==> src/rtl/pipe_pkg.sv <==
// Shared definitions for the pipeline hazard controller.
//   FWD_*      : EX operand forwarding select encodings
//   HZ_*       : hazard/halt FSM state encoding
//   REG_ZERO   : architectural zero register, never forwarded or hazarded
//   wb_src_t   : one pipeline register's write-back destination (we + rd)
package pipe_pkg;

  localparam logic [4:0] REG_ZERO = 5'd0;

  typedef enum logic [1:0] {
    FWD_RF    = 2'b00,
    FWD_MEMWB = 2'b01,
    FWD_EXMEM = 2'b10
  } fwd_sel_e;

  typedef enum logic [1:0] {
    HZ_RUN    = 2'b00,
    HZ_DRAIN  = 2'b01,
    HZ_HALTED = 2'b10
  } hz_state_e;

  typedef struct packed {
    logic       we;
    logic [4:0] wa;
  } wb_src_t;

  // True when a write-back source produces the register being read.
  function automatic logic wb_hit(input wb_src_t s, input logic [4:0] ra);
    return s.we && (s.wa != REG_ZERO) && (s.wa == ra);
  endfunction

endpackage

==> src/rtl/pipe_fwd_unit.sv <==
// Combinational EX-stage forwarding selects for NUM_PORTS source operands.
//   ra    : source register of each EX operand (from ID/EX)
//   exmem : EX/MEM write-back destination
//   memwb : MEM/WB write-back destination
//   fwd   : per-operand select, EX/MEM wins over MEM/WB (newer result)
module pipe_fwd_unit
  import pipe_pkg::*;
#(
  parameter int NUM_PORTS = 2
) (
  input  logic    [NUM_PORTS-1:0][4:0] ra,
  input  wb_src_t                      exmem,
  input  wb_src_t                      memwb,
  output logic    [NUM_PORTS-1:0][1:0] fwd
);

  for (genvar p = 0; p < NUM_PORTS; p++) begin : g_port
    always_comb begin
      fwd[p] = FWD_RF;
      if (wb_hit(exmem, ra[p]))      fwd[p] = FWD_EXMEM;
      else if (wb_hit(memwb, ra[p])) fwd[p] = FWD_MEMWB;
    end
  end

endmodule

==> src/rtl/pipe_hazard_ctrl.sv <==
// Hazard, forwarding and halt-drain controller for the 5-stage pipeline.
// Inputs : ID source regs/uses, ID/EX rs1/rs2/rd/we/load, HALT_IDEX,
//          REDIRECT_EX, EX/MEM and MEM/WB rd/we.
// Outputs: PC_WEN, IFID_WEN, IFID_FLUSH, IDEX_BUBBLE, FWD_A/FWD_B,
//          HALT_OUT (sticky), STALL_CNT / FLUSH_CNT (saturating).
// While RSTn is low every control output is forced to its safe value
// (no fetch, NOP in IF/ID, bubble in ID/EX, no forwarding).
module pipe_hazard_ctrl
  import pipe_pkg::*;
#(
  parameter int DRAIN_CYCLES = 3,
  parameter int CNT_W        = 32
) (
  input  logic             CLK,
  input  logic             RSTn,
  input  logic [4:0]       RA1_ID,
  input  logic [4:0]       RA2_ID,
  input  logic             USE_RA1_ID,
  input  logic             USE_RA2_ID,
  input  logic [4:0]       RA1_IDEX,
  input  logic [4:0]       RA2_IDEX,
  input  logic [4:0]       WA_IDEX,
  input  logic             RF_WE_IDEX,
  input  logic             isLoad_IDEX,
  input  logic             HALT_IDEX,
  input  logic             REDIRECT_EX,
  input  logic [4:0]       WA_EXMEM,
  input  logic             RF_WE_EXMEM,
  input  logic [4:0]       WA_MEMWB,
  input  logic             RF_WE_MEMWB,
  output logic             PC_WEN,
  output logic             IFID_WEN,
  output logic             IFID_FLUSH,
  output logic             IDEX_BUBBLE,
  output logic [1:0]       FWD_A,
  output logic [1:0]       FWD_B,
  output logic             HALT_OUT,
  output logic [CNT_W-1:0] STALL_CNT,
  output logic [CNT_W-1:0] FLUSH_CNT
);

  localparam int DW = (DRAIN_CYCLES > 1) ? $clog2(DRAIN_CYCLES) : 1;
  localparam logic [DW-1:0] DRAIN_LD = DW'(DRAIN_CYCLES - 1);

  // ---------------- forwarding ----------------
  logic [1:0][4:0] fwd_ra;
  logic [1:0][1:0] fwd_sel;
  wb_src_t         exmem_src, memwb_src;

  assign fwd_ra    = {RA2_IDEX, RA1_IDEX};
  assign exmem_src = '{we: RF_WE_EXMEM, wa: WA_EXMEM};
  assign memwb_src = '{we: RF_WE_MEMWB, wa: WA_MEMWB};

  pipe_fwd_unit #(.NUM_PORTS(2)) u_fwd (
    .ra    (fwd_ra),
    .exmem (exmem_src),
    .memwb (memwb_src),
    .fwd   (fwd_sel)
  );

  // ---------------- load-use detect ----------------
  logic lu;
  assign lu = isLoad_IDEX && RF_WE_IDEX && (WA_IDEX != REG_ZERO) &&
              ((USE_RA1_ID && (RA1_ID == WA_IDEX)) ||
               (USE_RA2_ID && (RA2_ID == WA_IDEX)));

  // ---------------- FSM + counters ----------------
  hz_state_e        state_q, state_d;
  logic [DW-1:0]    drain_q, drain_d;
  logic             halt_q, halt_d;
  logic [CNT_W-1:0] stall_q, stall_d;
  logic [CNT_W-1:0] flush_q, flush_d;
  logic             pc_wen, ifid_wen, ifid_flush, idex_bubble;

  always_comb begin
    state_d     = state_q;
    drain_d     = drain_q;
    halt_d      = halt_q;
    stall_d     = stall_q;
    flush_d     = flush_q;
    pc_wen      = 1'b0;
    ifid_wen    = 1'b0;
    ifid_flush  = 1'b0;
    idex_bubble = 1'b1;
    unique case (state_q)
      HZ_RUN: begin
        if (HALT_IDEX) begin
          drain_d = DRAIN_LD;
          if (DRAIN_CYCLES == 1) begin
            state_d = HZ_HALTED;
            halt_d  = 1'b1;
          end else begin
            state_d = HZ_DRAIN;
          end
        end else if (REDIRECT_EX) begin
          // Redirect wins over lu: the instruction we'd stall is wrong-path.
          pc_wen     = 1'b1;
          ifid_wen   = 1'b1;
          ifid_flush = 1'b1;
          if (flush_q != '1) flush_d = flush_q + CNT_W'(1);
        end else if (lu) begin
          // One-cycle stall: the load moves to MEM, after which MEM/WB forwarding covers it.
          if (stall_q != '1) stall_d = stall_q + CNT_W'(1);
        end else begin
          pc_wen      = 1'b1;
          ifid_wen    = 1'b1;
          idex_bubble = 1'b0;
        end
      end
      HZ_DRAIN: begin
        if (drain_q == '0) begin
          state_d = HZ_HALTED;
          halt_d  = 1'b1;
        end else begin
          drain_d = drain_q - DW'(1);
        end
      end
      HZ_HALTED: begin
      end
      default: state_d = HZ_RUN;
    endcase
  end

  always_ff @(posedge CLK or negedge RSTn) begin
    if (!RSTn) begin
      state_q <= HZ_RUN;
      drain_q <= '0;
      halt_q  <= 1'b0;
      stall_q <= '0;
      flush_q <= '0;
    end else begin
      state_q <= state_d;
      drain_q <= drain_d;
      halt_q  <= halt_d;
      stall_q <= stall_d;
      flush_q <= flush_d;
    end
  end

  // ---------------- outputs (forced safe while in reset) ----------------
  assign PC_WEN      = RSTn & pc_wen;
  assign IFID_WEN    = RSTn & ifid_wen;
  assign IFID_FLUSH  = ~RSTn | ifid_flush;
  assign IDEX_BUBBLE = ~RSTn | idex_bubble;
  assign FWD_A       = RSTn ? fwd_sel[0] : FWD_RF;
  assign FWD_B       = RSTn ? fwd_sel[1] : FWD_RF;
  assign HALT_OUT    = halt_q;
  assign STALL_CNT   = stall_q;
  assign FLUSH_CNT   = flush_q;

endmodule
==> config.mk <==
export PLATFORM = sky130hd
export DESIGN_NAME = pipe_hazard_ctrl
export DESIGN_NICKNAME = d
export VERILOG_FILES = /design/src/rtl/pipe_pkg.sv /design/src/rtl/pipe_fwd_unit.sv /design/src/rtl/pipe_hazard_ctrl.sv
export SDC_FILE = /design/constraint.sdc
export NUM_CORES = 1
export LEC_CHECK = 0
export CORE_MARGIN = 2
export CORE_UTILIZATION = 40
export CTS_CLUSTER_SIZE = 28
export DETAILED_ROUTE_END_ITERATION = 8
export PLACE_DENSITY_LB_ADDON = 0.05
export REMOVE_ABC_BUFFERS = 1
export SLEW_MARGIN = 40
export SYNTH_ARGS = -nofsm -noshare
export SYNTH_HDL_FRONTEND = slang
export SYNTH_HIERARCHICAL = 1
export SYNTH_SLANG_ARGS = --single-unit
==> constraint.sdc <==
create_clock -name CLK -period 2.7 [get_ports CLK]
set_clock_uncertainty 0.1 [all_clocks]
set_input_delay 0.81 -clock CLK [delete_from_list [all_inputs] [get_ports CLK]]
set_output_delay 0.81 -clock CLK [all_outputs]
set_load 0.005 [all_outputs]
==> run metrics <==
Worst Setup End Kind output port; vias in the first global route 3,314; clock buffer depth 2; YS warnings 6; PortBufs ~120; Worst EP required 1.79 ns; Die H 101 um; Initial Utilization 0.411; DR iter-0 viols 99; PnR worst setup slack -0.474 ns; worst slew pin tran ~0.39 ns; Placement Setup Slack -1.14 ns; unrepaired setup endpoints after global routing yes; Ant. Diodes 0; initial antenna violation count 0; Hold WC Path Type input port to async pin; # H-tree levels 3; Mapped Area 3780 um2; number of iterations in the first detailed-routing pass 4; CTS hold repair buffers 0; Slew Limit Fails 0; Tcrit/Tclk final 1.18; Tot GR Track Use 0.201; #FFs+latches synth 69; CTS Sinks 69; Peak Freq between 300 and 400 MHz; Setup CP Type input port to output port; final net count 597; worst hold slack 0.371 ns; Final Hold Viols 0; Max VDD drop 210 uV; Mean Syn Cell Area 9.98 um2; final number of setup-violating endpoints 7; TritonCTS clock tree yes; relative slew slack 0.741; CORE AREA 9200 um2; EDFF count, synth 0; Pwr Density 456 nW/um2; fill count 802; drt via density 5.09; I/O Pins 118; clk slew on worst S/H paths 0.08 ns; status complete, but fails checks; hpwl dp around 7300 um; post-layout util 0.623; Worst R2R Start STALL_CNT[16]$_DFFE_PN0P_; post-layout minimum cycle time 3.17 ns; post-route ant nets 0; crit path DAT about 2.3 ns; Synth Flop Type dfrtp_1; Syn-to-layout area delta 51.5%; first-pass GRT wire length 16,200 um; # Max-Cap Violations 0; final wirelength 9850 um; via count 3,384; Die X about 100 um; failing checks negative setup slack; die area slightly above 10,000 um2; worst-path maximum fanout 2; routability congestion estimate 0.798; CTS root buffer clkbuf_8; largest net degree at the start of global routing 31; GR Overflow Total 0; setup TNS -2.11 ns; DR WL/cell 14.8 um; asr flop ratio synth 1.00; std cell rows 35; Area contributors post-synth dfrtp_1 (46%), xnor2_1 (12%), xor2_1 (9.7%); Seq/Total Area, Yosys 0.457; static leakage 0.00263 uW; post-synthesis instance total between 300 and 400; post-synth top area cell dfrtp_1; CTS Buf Count 9; DR DRC count 0; top-area cell type share of the netlist area 0.457; library cells used by synthesis 42; clk_lat worst skew 0.34 ns; CP Launch Type input port; share of cells above drive strength 1 0.193; Setup crit start WA_EXMEM[2]
==> per-layer routing <==
metal  global-route usage  vias up  share of wire
met2                0.307       80           0.46
li1                     -     1672              -
met5                    0        -              0
met4               0.0759        0          0.010
met3               0.0400        8          0.051
met1                0.283     1624           0.48
==> sequential cells by signal (all words and copies together) (netlist names) <==
register / flops
STALL_CNT: 32
HALT_OUT: 1
FLUSH_CNT: 32
drain_q: 2
state_q: 2
==> critical path, stage by stage <==
cell	delay [ns]
buf_6	0.09
or4_4	0.52
o21ai_2	0.14
buf_4	0.13
nor4_4	0.04
nor4_2	0.27
and2_1	0.15
buf_2	0.10
==> cells in the mapped netlist (3+ instances only) <==
cell / count
and3_1: 5
nand3_1: 19
xnor2_1: 50
ha_1: 3
or3_1: 9
dfrtp_1: 69
nand2b_1: 5
nor3_1: 22
inv_1: 9
and4_1: 4
nor2_1: 23
clkbuf_1: 3
and2_1: 6
nand2_1: 34
xor2_1: 42
nand4_1: 27
nor4_1: 14
or4_1: 3
==> where the power goes <==
part | switching (uW) | total (uW) | internal [uW] | leakage (uW)
registers | 83.7 | 1180 | 1090 | 0.000923
clock network | 401 | 925 | 524 | 0.000100
logic | 219 | 510 | 291 | 0.00161
total | 704 | 2610 | 1910 | 0.00263
==> logic make-up (layout without fill, tap and decap cells) <==
| group | Yosys count | in the layout | synth area share |
|---|---|---|---|
| adders and majority gates | 3 | 3 | 0.00993 |
| buffers and inverters | 18 | 193 | 0.0245 |
| muxes | 3 | 3 | 0.00860 |
| DFF | 69 | 69 | 0.457 |
| and+or+nand+nor | 179 | 179 | 0.258 |
| AOI/OAI and AO/OA | 15 | 15 | 0.0295 |
| xor gates and xnor gates | 92 | 92 | 0.213 |
==> timing repair <==
action / in CTS / in global routing
resized for setup: 90 / 24
pin swaps: 17 / 14
buffers inserted: 8 / 1
setup endpoints to repair: 30 / 20
==> cell usage in the layout (no fill, tap or decap), drive strengths merged, types with 3 or more instances in the layout <==
cell type	netlist	routed
nor4	14	14
nand2b	5	5
nor2	23	23
nand4	27	27
or3	9	9
dfrtp	69	69
clkdlybuf4s50	0	74
dlymetal6s2s	0	9
and3	5	5
nor3	23	23
inv	9	10
xor2	42	42
and2	6	6
dlygate4sd2	0	17
xnor2	50	50
and4	5	5
ha	3	3
buf	6	66
nand2	34	34
clkbuf	3	11
nand3	20	20
o21ai	3	3
or4	4	4
==> through the flow <==
stage	cells	power [uW]	instance area [um2]
floorplan	370	1390	3720
global placement	640	1680	5360
detailed placement	640	1690	5360
CTS	664	2640	5620
global route	665	2750	5730
finish	665	2610	5730
==> cell type report <==
type,count,area (um2),area share
multi-input combinational,292,2080,0.364
sequential,69,1730,0.301
timing repair buffer,168,1530,0.267
tap,111,139,0.0242
clock buffer,11,131,0.0229
clock inverter,5,83.8,0.0146
inverter,9,33.8,0.00590
==> worst paths after layout <==
kind	cells after the start	to	slack (ns)
max	8	FWD_B[0]	-0.47
max in group asynchronous	3	FLUSH_CNT[21]$_DFFE_PN0P_	1.58
max reg2reg	6	STALL_CNT[1]$_DFFE_PN0P_	0.28
min	2	STALL_CNT[2]$_DFFE_PN0P_	0.37
min in group CLK	1	HALT_OUT$_DFFE_PN0P_	0.38
min reg2reg	1	HALT_OUT$_DFFE_PN0P_	0.38
Note: power is estimated with default switching activity, not from simulation.
